<file path="src/rtl/l2k_msched_mc.sv">
// l2k_msched_mc: round-robin multi-client scheduler feeding an in-order RAM command FIFO.
// Define L2K_MSCHED_FLUSH_EN to let flush discard queued, not-yet-dequeued reads.
module l2k_msched_mc #(
    parameter int NUM_CLIENTS = 2,
    parameter int QUEUE_DEPTH = 8,
    parameter int ADDR_W      = 32,
    parameter int CID_W       = 3
) (
    input  logic                          clk,
    input  logic                          rst,
    input  logic [NUM_CLIENTS-1:0]        req_valid,
    output logic [NUM_CLIENTS-1:0]        req_ready,
    input  logic [NUM_CLIENTS-1:0]        req_write,
    input  logic [NUM_CLIENTS*ADDR_W-1:0] req_addr,
    input  logic [NUM_CLIENTS*32-1:0]     req_wdata,
    input  logic [NUM_CLIENTS*2-1:0]      req_size,
    output logic                          rsp_valid,
    output logic [CID_W-1:0]              rsp_client,
    output logic [ADDR_W-1:0]             rsp_addr,
    output logic [31:0]                   rsp_data,
    output logic [ADDR_W-1:0]             ram_addr,
    output logic [31:0]                   ram_data_out,
    input  logic [31:0]                   ram_data_in,
    output logic                          ram_we,
    output logic                          ram_ce,
    input  logic                          ram_rdy,
    output logic                          full,
    output logic [$clog2(QUEUE_DEPTH):0]  count,
    input  logic                          flush
);
    localparam int PW = $clog2(QUEUE_DEPTH);
    localparam int CW = PW + 1;

    typedef struct packed {
        logic              wr;
        logic [1:0]        size;
        logic [CID_W-1:0]  cid;
        logic [ADDR_W-1:0] addr;
        logic [31:0]       wdata;
    } cmd_t;

    typedef enum logic [2:0] {IDLE, RD, RMW_RD, RMW_WR, WR} state_t;

    cmd_t             mem   [QUEUE_DEPTH];
    cmd_t             mem_n [QUEUE_DEPTH];
    cmd_t             new_cmd;
    cmd_t             hd;
    logic [PW-1:0]    head, tail, head_n, tail_n;
    logic [CW-1:0]    count_n;
    logic [CID_W-1:0] ptr, gnt;
    logic             gnt_vld, enq, deq;
    state_t           state, state_n;
    logic             ce_n, we_n;
    logic [ADDR_W-1:0] cur_addr;
    logic [1:0]       cur_size;
    logic [CID_W-1:0] cur_cid;

    function automatic logic [31:0] lane_get(input logic [31:0] w,
                                             input logic [1:0]  sz,
                                             input logic [1:0]  a);
        unique case (1'b1)
            sz == 2'd0: lane_get = {24'd0, 8'(w >> {a, 3'b000})};
            sz == 2'd1: lane_get = {16'd0, 16'(w >> {a[1], 4'b0000})};
            default:    lane_get = w;
        endcase
    endfunction

    function automatic logic [31:0] lane_put(input logic [31:0] w,
                                             input logic [1:0]  sz,
                                             input logic [1:0]  a,
                                             input logic [15:0] d);
        logic [31:0] m, v;
        if (sz == 2'd0) begin
            m = 32'h0000_00ff << {a, 3'b000};
            v = {24'd0, d[7:0]} << {a, 3'b000};
        end else begin
            m = 32'h0000_ffff << {a[1], 4'b0000};
            v = {16'd0, d} << {a[1], 4'b0000};
        end
        lane_put = (w & ~m) | v;
    endfunction

    // ptr holds the client with highest priority this cycle
    always_comb begin
        gnt     = '0;
        gnt_vld = 1'b0;
        for (int i = NUM_CLIENTS - 1; i >= 0; i--) begin
            for (int j = 0; j < NUM_CLIENTS; j++) begin
                if (req_valid[j] && ((int'(ptr) + i) % NUM_CLIENTS == j)) begin
                    gnt     = CID_W'(j);
                    gnt_vld = 1'b1;
                end
            end
        end
    end

    assign enq = gnt_vld && !full;
    assign deq = (state == IDLE) && (count != '0);
    assign hd  = mem[head];

    always_comb begin
        req_ready = '0;
        new_cmd   = '0;
        for (int j = 0; j < NUM_CLIENTS; j++) begin
            if (gnt == CID_W'(j)) begin
                req_ready[j]  = enq;
                new_cmd.wr    = req_write[j];
                new_cmd.size  = req_size[2*j +: 2];
                new_cmd.cid   = CID_W'(j);
                new_cmd.addr  = req_addr[ADDR_W*j +: ADDR_W];
                new_cmd.wdata = req_wdata[32*j +: 32];
            end
        end
    end

`ifdef L2K_MSCHED_FLUSH_EN
    logic [CW-1:0] k, live;
    logic [PW-1:0] src;
`else
    logic unused_flush;
    assign unused_flush = flush;
`endif

    always_comb begin
        mem_n   = mem;
        head_n  = head;
        tail_n  = tail;
        if (enq) begin
            mem_n[tail] = new_cmd;
            tail_n      = tail + PW'(1);
        end
        if (deq)
            head_n = head + PW'(1);
        count_n = count + CW'(enq) - CW'(deq);
`ifdef L2K_MSCHED_FLUSH_EN
        k    = '0;
        src  = '0;
        live = count - CW'(deq);
        // compact surviving writes towards the head, preserving their order
        if (flush) begin
            for (int i = 0; i < QUEUE_DEPTH; i++) begin
                src = head_n + PW'(i);
                if ((CW'(i) < live) && mem[src].wr) begin
                    mem_n[head_n + k[PW-1:0]] = mem[src];
                    k = k + CW'(1);
                end
            end
            if (enq && new_cmd.wr) begin
                mem_n[head_n + k[PW-1:0]] = new_cmd;
                k = k + CW'(1);
            end
            tail_n  = head_n + k[PW-1:0];
            count_n = k;
        end
`endif
    end

    always_ff @(posedge clk) begin
        if (rst) begin
            head  <= '0;
            tail  <= '0;
            count <= '0;
            full  <= 1'b0;
            ptr   <= '0;
        end else begin
            head  <= head_n;
            tail  <= tail_n;
            count <= count_n;
            full  <= (count_n == CW'(QUEUE_DEPTH));
            if (enq)
                ptr <= (gnt == CID_W'(NUM_CLIENTS - 1)) ? '0 : gnt + CID_W'(1);
        end
    end

    always_ff @(posedge clk) begin
        mem <= mem_n;
    end

    always_ff @(posedge clk) begin
        if (rst) state <= IDLE;
        else     state <= state_n;
    end

    always_comb begin
        state_n = state;
        unique case (state)
            IDLE: begin
                if (deq) begin
                    if (!hd.wr)           state_n = RD;
                    else if (hd.size[1])  state_n = WR;
                    else                  state_n = RMW_RD;
                end
            end
            RMW_RD:         if (ram_rdy) state_n = RMW_WR;
            RD, RMW_WR, WR: if (ram_rdy) state_n = IDLE;
            default:        state_n = IDLE;
        endcase
    end

    always_comb begin
        ce_n = (state_n != IDLE);
        we_n = (state_n == RMW_WR) || (state_n == WR);
    end

    always_ff @(posedge clk) begin
        if (rst) begin
            ram_ce       <= 1'b0;
            ram_we       <= 1'b0;
            ram_addr     <= '0;
            ram_data_out <= '0;
            rsp_valid    <= 1'b0;
            rsp_client   <= '0;
            rsp_addr     <= '0;
            rsp_data     <= '0;
            cur_addr     <= '0;
            cur_size     <= '0;
            cur_cid      <= '0;
        end else begin
            ram_ce    <= ce_n;
            ram_we    <= we_n;
            rsp_valid <= 1'b0;
            if (deq) begin
                cur_addr     <= hd.addr;
                cur_size     <= hd.size;
                cur_cid      <= hd.cid;
                ram_addr     <= {hd.addr[ADDR_W-1:2], 2'b00};
                ram_data_out <= hd.wdata;
            end
            // ram_data_out still holds the store data until the merge replaces it
            if (state == RMW_RD && ram_rdy)
                ram_data_out <= lane_put(ram_data_in, cur_size, cur_addr[1:0],
                                         ram_data_out[15:0]);
            if (state == RD && ram_rdy) begin
                rsp_valid  <= 1'b1;
                rsp_client <= cur_cid;
                rsp_addr   <= cur_addr;
                rsp_data   <= lane_get(ram_data_in, cur_size, cur_addr[1:0]);
            end
        end
    end

endmodule

</file>
<file path="config.mk">
export PLATFORM = sky130hd
export DESIGN_NAME = l2k_msched_mc
export DESIGN_NICKNAME = d
export VERILOG_FILES = /design/src/rtl/l2k_msched_mc.sv
export SDC_FILE = /design/constraint.sdc
export NUM_CORES = 1
export LEC_CHECK = 0
export BUFFER_PORTS_ARGS = -buffer_cell sky130_fd_sc_hd__buf_2
export CAP_MARGIN = 20
export CORE_ASPECT_RATIO = 1.1
export CORE_MARGIN = 4
export CORE_UTILIZATION = 48
export CTS_BUF_LIST = sky130_fd_sc_hd__clkbuf_4 sky130_fd_sc_hd__clkbuf_8
export DETAILED_ROUTE_END_ITERATION = 10
export PLACE_DENSITY = 0.65
export SYNTH_ARGS = -nofsm -noshare
export SYNTH_HDL_FRONTEND = slang
export SYNTH_SLANG_ARGS = --single-unit
</file>
<file path="constraint.sdc">
create_clock -name clk -period 16.57 [get_ports clk]
set_clock_uncertainty 0.15 [all_clocks]
set_input_delay 3.314 -clock clk [delete_from_list [all_inputs] [get_ports clk]]
set_output_delay 3.314 -clock clk [all_outputs]
set_load 0.01 [all_outputs]
</file>
# == After elaboration in Yosys (flattened, before gate mapping) ==
# Cells that the tools add are included.
# word_totals
register_bits,744
inputBits,172
output_inout_bits,141
word_cells,142
# classes
addsub,6
magnitude_cmp,3
eq_ne,10
shifts,6
muxes,34
bitwise,6
reduce_logical,20
# op_table
op,n
560-bit bitwise mux,1
70-bit two-way mux,5
32-bit two-way mux,8
70-bit binary-select mux with 3-bit select,1
70-bit demux with 3-bit select,1
32-bit logical NOT,2
32-bit one-hot mux with 2 select lines,1
32-bit bitwise AND,1
32-bit inverter,1
32-bit OR,1
16-bit by 5-bit left shift with 32-bit output,1
16-bit by 5-bit left shift with 32-bit output (first input constant),1
8-bit by 5-bit left shift with 32-bit output,1
8-bit by 5-bit left shift with 32-bit output (first input constant),1
32-bit by 5-bit right shift with 16-bit output,1
32-bit by 5-bit right shift with 8-bit output,1
3-bit two-way mux,5
1-bit two-way mux,11
3-bit by 2-bit == test with 1-bit output (second input constant),3
1-bit logical AND,9
3-bit one-hot mux with 3 select lines,1
4-bit greater-or-equal comparator (second input constant),2
3-bit inverter with 4-bit output,2
3-bit by 1-bit adder with 3-bit output (second input constant),2
other kinds (18),22

# == Longest topological paths before layout ==
# Gate-level depths: netlist (run 1).
# logic_depth
ltp_word,12
ltp_mapped,14
depth_no_buf,12

# == Least setup slack after synthesis (run 1) ==
# No wires, ideal clock.
# synth_path
path_type,in2reg
start,input port req_valid[1]
end,"register mem[350] in the netlist's numbering, enable pin"
setup_time_ns,0.591
arrival_ns,8.613
path_slack_ns,7.215
stages,3
n_path_buf,0
path_cell_list,o21ba_2 > nand2b_1 > nor3b_1
# synth_via
elab_chain_len,5
elab_cells_between_ends,6
cone_classes,mux (3); reduce/logical (3)
# synth_rtl
item,line_no,rtl
"start, declared",11,"input logic [NUM_CLIENTS-1:0] req_valid,"
1-bit logical AND,89,if (req_valid[j] && ((int'(ptr) + i) % NUM_CLIENTS == j)) begin
1-bit two-way mux (2 in series),89,
1-bit two-way mux *,89,
1-bit logical AND *,97,assign enq = gnt_vld && !full;
"end signal, assigned",176,mem <= mem_n;
"end, declared",44,cmd_t mem [QUEUE_DEPTH];
# Mark *: on every way between the ends. The rest lies on a longest branch, timed or not.
# A chain may end at the register's enable or synchronous reset.

# == Final worst setup path (run 1) ==
# layout_path
start,input port req_valid[0]
end,output port req_ready[0]
# layout_via
elab_cells_between_ends,11
cone_classes,mux (7); reduce/logical (4)
# layout_rtl
item,line_no,rtl
1-bit logical AND,89,
1-bit two-way mux (2 in series),89,
net gnt[0],50,"logic [CID_W-1:0] ptr, gnt;"
3-bit logical NOT,105,if (gnt == CID_W'(j)) begin
1-bit two-way mux,105,
"end, declared",12,"output logic [NUM_CLIENTS-1:0] req_ready,"
# The timed path passes the listed nets, and every way through them passes these cells.

==> results of run 1 <==
critical path, cell delays in order:
cell                      delay, ps
sky130_fd_sc_hd__buf_2           90
sky130_fd_sc_hd__inv_1           60
sky130_fd_sc_hd__o21ai_4        770
sky130_fd_sc_hd__inv_1          340
sky130_fd_sc_hd__nor2_1         210
sky130_fd_sc_hd__buf_2          170
sequential cells by signal, summed over array words and instances (netlist names), 3 cells and up:
name	cells
mem	544
cur_addr	32
ram_data_out	32
rsp_addr	32
rsp_data	32
count	4
head	3
state	3
tail	3
worst paths after layout:
path | start | to | depth (start not counted) | slack [ps]
min | rsp_data[27]$_SDFFE_PP0P_ | rsp_data[27]$_SDFFE_PP0P_ | 2 | 300
max | req_valid[0] | req_ready[0] | 6 | 8140
max reg2reg | head[1]$_SDFFE_PP0N_ | ram_data_out[15]$_SDFFE_PP0P_ | 6 | 12880
min reg2reg | rsp_data[27]$_SDFFE_PP0P_ | rsp_data[27]$_SDFFE_PP0P_ | 2 | 300
area by class of cell:
type                            instances  area, sq um
Antenna cell                            2         5.00
Fill cell                            4607        25500
Timing Repair Buffer                  342         1840
Clock inverter                         44          259
Clock buffer                          153         1930
Sequential cell                       694        19300
Tap cell                              752          941
Inverter                               12         45.0
Multi-Input combinational cell        875         7720
stage by stage:
stage	area [sq um]	hold WS, ps	utilization [%]	setup WS [ps]	total power [uW]
finish	32100	299	55.8	8140	5280
detailed placement	29800	292	51.8	8110	3900
global placement	29800	288	51.8	8210	3870
CTS	32000	300	55.7	8110	5320
floorplan	28000	282	-	7220	3470
global route	32100	318	55.8	7970	5550
kinds of logic after synthesis:
kind of cell             Yosys count  share of synthesized area (%)
AO/OA/AOI/OAI                    233                           5.80
XOR/XNOR                           5                          0.157
adder cells (fa/ha/maj)            8                          0.385
buffers and inverters            162                           3.56
flip-flops                       694                           69.1
multiplexers                     240                           15.0
other                              1                         0.0134
AND/OR/NAND/NOR                  385                           5.95
synth_stat cells (all sizes together), types with 8 or more instances:
master,count
a31oi,32
mux2,93
o221ai,10
dfxtp,150
clkbuf,35
inv,12
o21ai,10
a21oi,68
nand2,221
nor3,21
mux4,134
buf,115
nand3,28
a22o,8
nor2,77
a221oi,8
mux2i,13
o21bai,8
a21o,9
edfxtp,544
nand2b,16
a22oi,32
a311oi,35
where the power goes:
group          switching, uW  total [uW]  leakage (uW)  internal [uW]
Clock                    642        1420       0.00116            781
Combinational            918        1540       0.00373            626
Sequential               159        2310       0.00620           2150
cell usage in the layout, fill, tap and decap left out, types with 6 or more instances in the layout:
master / n
sky130_fd_sc_hd__a211oi_1: 7
sky130_fd_sc_hd__a21o_1: 9
sky130_fd_sc_hd__a21oi_1: 65
sky130_fd_sc_hd__a221oi_1: 8
sky130_fd_sc_hd__a22o_1: 8
sky130_fd_sc_hd__a22oi_1: 30
sky130_fd_sc_hd__a311oi_1: 35
sky130_fd_sc_hd__a31oi_1: 32
sky130_fd_sc_hd__and3_1: 7
sky130_fd_sc_hd__buf_2: 306
sky130_fd_sc_hd__buf_4: 34
sky130_fd_sc_hd__clkbuf_4: 28
sky130_fd_sc_hd__clkbuf_8: 125
sky130_fd_sc_hd__clkinv_1: 24
sky130_fd_sc_hd__clkinv_2: 14
sky130_fd_sc_hd__dfxtp_1: 147
sky130_fd_sc_hd__edfxtp_1: 544
sky130_fd_sc_hd__ha_1: 7
sky130_fd_sc_hd__inv_1: 10
sky130_fd_sc_hd__mux2_2: 93
sky130_fd_sc_hd__mux2i_1: 13
sky130_fd_sc_hd__mux4_2: 134
sky130_fd_sc_hd__nand2_1: 220
sky130_fd_sc_hd__nand2b_1: 16
sky130_fd_sc_hd__nand3_1: 28
sky130_fd_sc_hd__nor2_1: 74
sky130_fd_sc_hd__nor3_1: 12
sky130_fd_sc_hd__nor3_2: 6
sky130_fd_sc_hd__o21ai_0: 9
sky130_fd_sc_hd__o21bai_1: 8
sky130_fd_sc_hd__o221ai_1: 10
routing by layer:
metal	vias to the layer above	track usage (%)	routed length [um]
li1	7312	-	-
met1	8391	29.7	28800
met2	545	35.7	34100
met3	103	3.08	3850
met4	0	7.82	1940
met5	-	0	0
==> summary by stage, run 1 <==
Status
The flow ran to the end, and the final reports show no timing, DRC or antenna violations.

Clock tree
The post-cts gate resize count is 0. The CTS H-tree depth is 3. The number of clock sinks is 694. The buffer depth of the longest clock path is 3. The clock latency reported for the late side of the worst-skew pair is 680 ps. The master cell of the clock root buffer is sky130_fd_sc_hd__clkbuf_8. The post-CTS repair timing setup buffer count is 0. Clock tree synthesis inserted a total of between 100 and 150 buffers. After clock tree synthesis, the flow added hold-fix buffers numbering 0. The clock transition time at the flip-flop clock pins of the worst setup and hold paths is 60 ps. TritonCTS built the clock tree.

Logic synthesis
In the post-synthesis netlist, the biggest area contributors are sky130_fd_sc_hd__edfxtp_1 58%, sky130_fd_sc_hd__mux4_2 11%, sky130_fd_sc_hd__dfxtp_1 11%. The number of library cell types mapped by synthesis is 59. The part of the Yosys area used for sequential elements is 69.1%. Counting flops with an async set or reset pin after synthesis yields a share of 0%. Averaged over all synthesized cells, the footprint is 16.2 sq um. The largest total area in the synthesized netlist belongs to sky130_fd_sc_hd__edfxtp_1. For this run, the number of Yosys warnings is 0. The most common flop cell mapped by yosys is sky130_fd_sc_hd__edfxtp_1.

Synthesis inferred between 600 and 700 register bits. Synthesis produced between 1500 and 2000 cells. The number of enable flip-flop cells after synthesis is roughly 540. After synthesis, the largest area contributor takes up just under 60% of total cell area. The mapped cell area is about 0.028 sq mm.

Placement
The weighted congestion at the end of routability-driven global placement is slightly below 0.9. The final HPWL from detailed placement is around 41000 um. Buffers placed on the I/O ports in this run total 307.

The cell total after placement is around 2700.

Detailed routing
The final antenna-violating net count is 0. The mean routed wirelength per cell is roughly 24 um. The detailed-routing iteration count for the pre-antenna-repair pass is 5. After detailed routing, the total wire length is 68600 um. The routed layout has about 16000 vias. The DRC violation count after routing is 0. In the routed layout, each cell is associated on average with a via count of 5.69. The first routing iteration left between 1000 and 1500 violations.

Floorplan
The number of cell rows is between 90 and 100. From left edge to right edge, the die measures 238 um. roughly 310 I/O pins were placed. The floorplan step defined a die boundary enclosing 0.0622 sq mm.

Once the floorplan was initialized, standard cells occupied between 40% and 50% of the core. The core region is between 0.05 and 0.06 sq mm. Measured along the y axis, the die boundary spans 261 um.

STA
Counting I/O delays and the setup requirement, the final critical path takes 8430 ps. The peak clock frequency supported by timing is approximately 120 MHz. The hold violation total from the final report is 0. Of the available clock period, the critical path in the final layout requires between 50% and 60%. The final count of negative-setup-slack endpoints is 0. Setup repair after global routing left no endpoint under its margin. The slew at the pin with the worst max-slew slack is between 1000 and 1500 ps. The total negative slack for setup checks is 0 ps. The total count of max-transition violations in the final report is 0. The headroom to the max-slew limit is between 20% and 30%.

Layout
The synthesis-to-finish area growth is 14.7%. The number of cells in the finished layout apart from fillers is between 2000 and 3000. The total number of nets in the final design is 2210. The share of cells above drive strength 1 is a little over a third.

Worst setup path
The data required time of the worst path is roughly 13000 ps. Along the worst path, the maximum fanout reaches 27. The worst setup path is captured at an output port. The worst setup path is launched from a primary input. By startpoint and endpoint, the worst setup path is classified as primary input to output port. STA puts the critical path data arrival time at a little under 5000 ps.

GRT
The aggregate global routing overflow is 0. The number of antenna violations at the first check in global routing is 2. Global routing used 21.6% of the available tracks.

The via count of the first global-routing pass is between 15000 and 20000. The first global-routing pass estimated between 100000 and 150000 um of wire. Entering global routing, the biggest net connects between 70 and 80 pins.

Power and ir drop
The power per cell area is around 160 mW/mm^2. The leakage dissipation is approximately 0.011 uW. The worst-case IR drop observed on VDD is around 0.00012 V.

Hold path
The tightest min-delay check is of the flip-flop to flip-flop type.

Job
The count of maximum capacitance violations is 0.
Power figures use the tool's default switching activity.
==> inputs of run 2 (changes only) <==
--- a/config.mk
+++ b/config.mk
@@ -12,7 +12,7 @@
 export CORE_UTILIZATION = 48
 export CTS_BUF_LIST = sky130_fd_sc_hd__clkbuf_4 sky130_fd_sc_hd__clkbuf_8
 export DETAILED_ROUTE_END_ITERATION = 10
-export PLACE_DENSITY = 0.65
+export PLACE_DENSITY = 0.68
 export SYNTH_ARGS = -nofsm -noshare
 export SYNTH_HDL_FRONTEND = slang
 export SYNTH_SLANG_ARGS = --single-unit
==> constraint.sdc (replaced) <==
create_clock -name clk -period 7.7 [get_ports clk]
set_clock_uncertainty 0.15 [all_clocks]
set_input_delay 1.54 -clock clk [delete_from_list [all_inputs] [get_ports clk]]
set_output_delay 1.54 -clock clk [all_outputs]
set_load 0.01 [all_outputs]
==> summary by stage, run 2 (same netlist as run 1, synthesis figures left out) <==
STA
The final count of negative-setup-slack endpoints is 0 (unchanged). RSZ-0062 raised after global routing: no (unchanged). The headroom to the max-slew limit was 27.6% (was 29.8%).

Based on the critical path, the design can be clocked at up to 215 MHz. The hold violation total from the final report was 0 (unchanged). The total count of max-transition violations in the final report was 0 (unchanged). The period utilization is between 60 and 70%. The shortest period the worst path allows is 4650 ps. The slew at the pin with the worst max-slew slack was 1090 ps (was 1050 ps). The total negative slack for setup checks is 0 ps (unchanged).

Worst setup path
The arrival time of data at the critical path endpoint is 2960 ps (was 4970 ps). The startpoint type of the worst setup path is a primary input (unchanged). The kind of capture point of the worst setup path is an output port (unchanged). The data required time of the worst path came to 6010 ps (was 13110 ps). The worst-path maximum fanout came to 68 (was 27). The start-to-end type of the worst setup path is primary input to output port (unchanged).

Placement
The weighted congestion at the end of routability-driven global placement is 0.874 (was 0.879). The final HPWL from detailed placement is 40300 um (was 41300 um). The number of buffers inserted by port buffering came to 307 (unchanged).

Clock tree
The number of clock sinks is 694 (unchanged). The master cell of the clock root buffer is sky130_fd_sc_hd__clkbuf_8 (unchanged). The clock latency reported for the late side of the worst-skew pair came to 680 ps (about the same).

The buffer depth of the longest clock path is 3 (unchanged). The number of buffers inserted by hold repair at cts is 0 (unchanged). The number of buffers added by the clock tree synthesis step came to 106 (was 105). The CTS H-tree depth is 3 (unchanged). The post-CTS repair timing setup buffer count is 0 (unchanged). The clock transition time at the flip-flop clock pins of the worst setup and hold paths was 50 ps (was 60 ps).

The post-cts gate resize count came to 0 (unchanged). The CTS tree is yes (unchanged).

Detailed routing
The mean routed wirelength per cell came to 23.5 um (was 23.9 um). The violation count after the first detailed-route iteration came to 1334 (was 1360). The total number of vias is 16400 (about the same). The routed wire length is 67400 um (was 68600 um). The via-per-instance ratio came to 5.70 (was 5.69).

The detailed-routing iteration count for the pre-antenna-repair pass was 5 (unchanged). The final antenna-violating net count is 0 (unchanged). The DRC violation count after routing came to 0 (unchanged).

Floorplan
The area enclosed by the die boundary was 0.0622 sq mm (unchanged). The top-level port count came to 313 (unchanged). The standard cell core area is 0.0576 sq mm (unchanged). The effective utilization at floorplan is 48.6% (unchanged). The die outline height came to 261 um (unchanged).

The number of cell rows came to 92 (unchanged). The die outline width is 238 um (unchanged).

GRT
The total routing usage reported by global routing came to 21.2% (was 21.6%). The pin count of the biggest net entering global routing is 80 (was 78). The aggregate global routing overflow is 0 (unchanged). The via count of the first global-routing pass is 16400 (was 16500). The wire length of the first global-routing pass is 99500 um (was 101000 um). The number of antenna violations at the first check in global routing is 5 (was 2).

Power and ir drop
The leakage dissipation is 0.0111 uW (about the same). The power per cell area came to 355 mW/mm^2 (was 165 mW/mm^2). The total design power is 11400 uW (was 5280 uW). The peak ir drop on the vdd network is 0.000313 V (was 0.000120 V).

Layout
The synthesis-to-finish area growth is 14.7% (about the same). The share of the core filled with cells is 55.8% (about the same). The total number of nets in the final design is 2207 (was 2210).

The number of fill cells was 4563 (was 4607). Leading cell types in the layout, fill and taps excluded: 544 x sky130_fd_sc_hd__edfxtp_1, 306 x sky130_fd_sc_hd__buf_2, 220 x sky130_fd_sc_hd__nand2_1 (unchanged). The most frequent standard cell in the layout excluding fill and tap cells is sky130_fd_sc_hd__edfxtp_1 (unchanged). The number of flip-flops under the largest register name is 544 (unchanged). The register with the most flip-flops is mem (unchanged). The share of cells above drive strength 1 is 37.1% (was 36.5%).

Job
The count of maximum capacitance violations was 0 (unchanged).

Hold path
The type of the worst min-delay path is flip-flop to flip-flop (unchanged).

Status
Run status: finished, final reports clean (unchanged).
## run 2: cell count changes in the layout (fill, tap and decap cells not counted), moves of 4 or more
cell,change
sky130_fd_sc_hd__clkbuf_4,+30
sky130_fd_sc_hd__clkinv_1,-13
sky130_fd_sc_hd__clkinv_2,-10
sky130_fd_sc_hd__buf_4,-4
sky130_fd_sc_hd__clkbuf_8,-4
## run 2: layer usage
metal / routed length, um / vias to the layer above / GRT usage (%)
li1: - / 7296 / -
met1: 27300 / 8289 / 28.6
met2: 33100 / 650 / 35.0
met3: 4850 / 129 / 3.55
met4: 2060 / 0 / 7.74
met5: 0 / - / 0
## run 2: layout make-up
class	instances	area (sq um)	share of cell area, %
diodes	2	5.00	0.0156
clock buffers	179	2100	6.55
clock inverters	20	128	0.398
inverters	12	45.0	0.140
multi-input cells	875	7720	24.1
flip-flops and latches	694	19300	60.3
well taps	752	941	2.93
repair buffers	338	1800	5.62
## run 2: final timing paths
check	to	cells past startpoint	slack (ps)	startpoint
max	req_ready[1]	6	3050	req_valid[0]
min	rsp_data[21]$_SDFFE_PP0P_	2	300	rsp_data[21]$_SDFFE_PP0P_
max reg2reg	ram_data_out[12]$_SDFFE_PP0P_	5	4540	head[1]$_SDFFE_PP0N_
min reg2reg	rsp_data[21]$_SDFFE_PP0P_	2	300	rsp_data[21]$_SDFFE_PP0P_
## run 2: through the flow
step / cell area (sq um) / std cells / hold WS (ps) / setup slack, ps
after floorplan: 28000 / 1731 / 282 / 119
after global placement: 29800 / 2670 / 285 / 3050
after detailed placement: 29800 / 2670 / 294 / 3000
after CTS: 32100 / 2869 / 302 / 3010
after global routing: 32100 / 2872 / 323 / 2940
final: 32100 / 2872 / 299 / 3050
## run 2: worst max-delay path: stages
cell and delay, ps:
sky130_fd_sc_hd__buf_2 90, sky130_fd_sc_hd__inv_1 60, sky130_fd_sc_hd__o21ai_4 120, sky130_fd_sc_hd__buf_4 830, sky130_fd_sc_hd__nor2_1 130, sky130_fd_sc_hd__buf_2 190
## run 2: power by group
part | internal (uW) | switching (uW) | leakage [uW]
Clock | 1750 | 1360 | 0.00120
Sequential | 4630 | 340 | 0.00620
Combinational | 1340 | 1970 | 0.00371
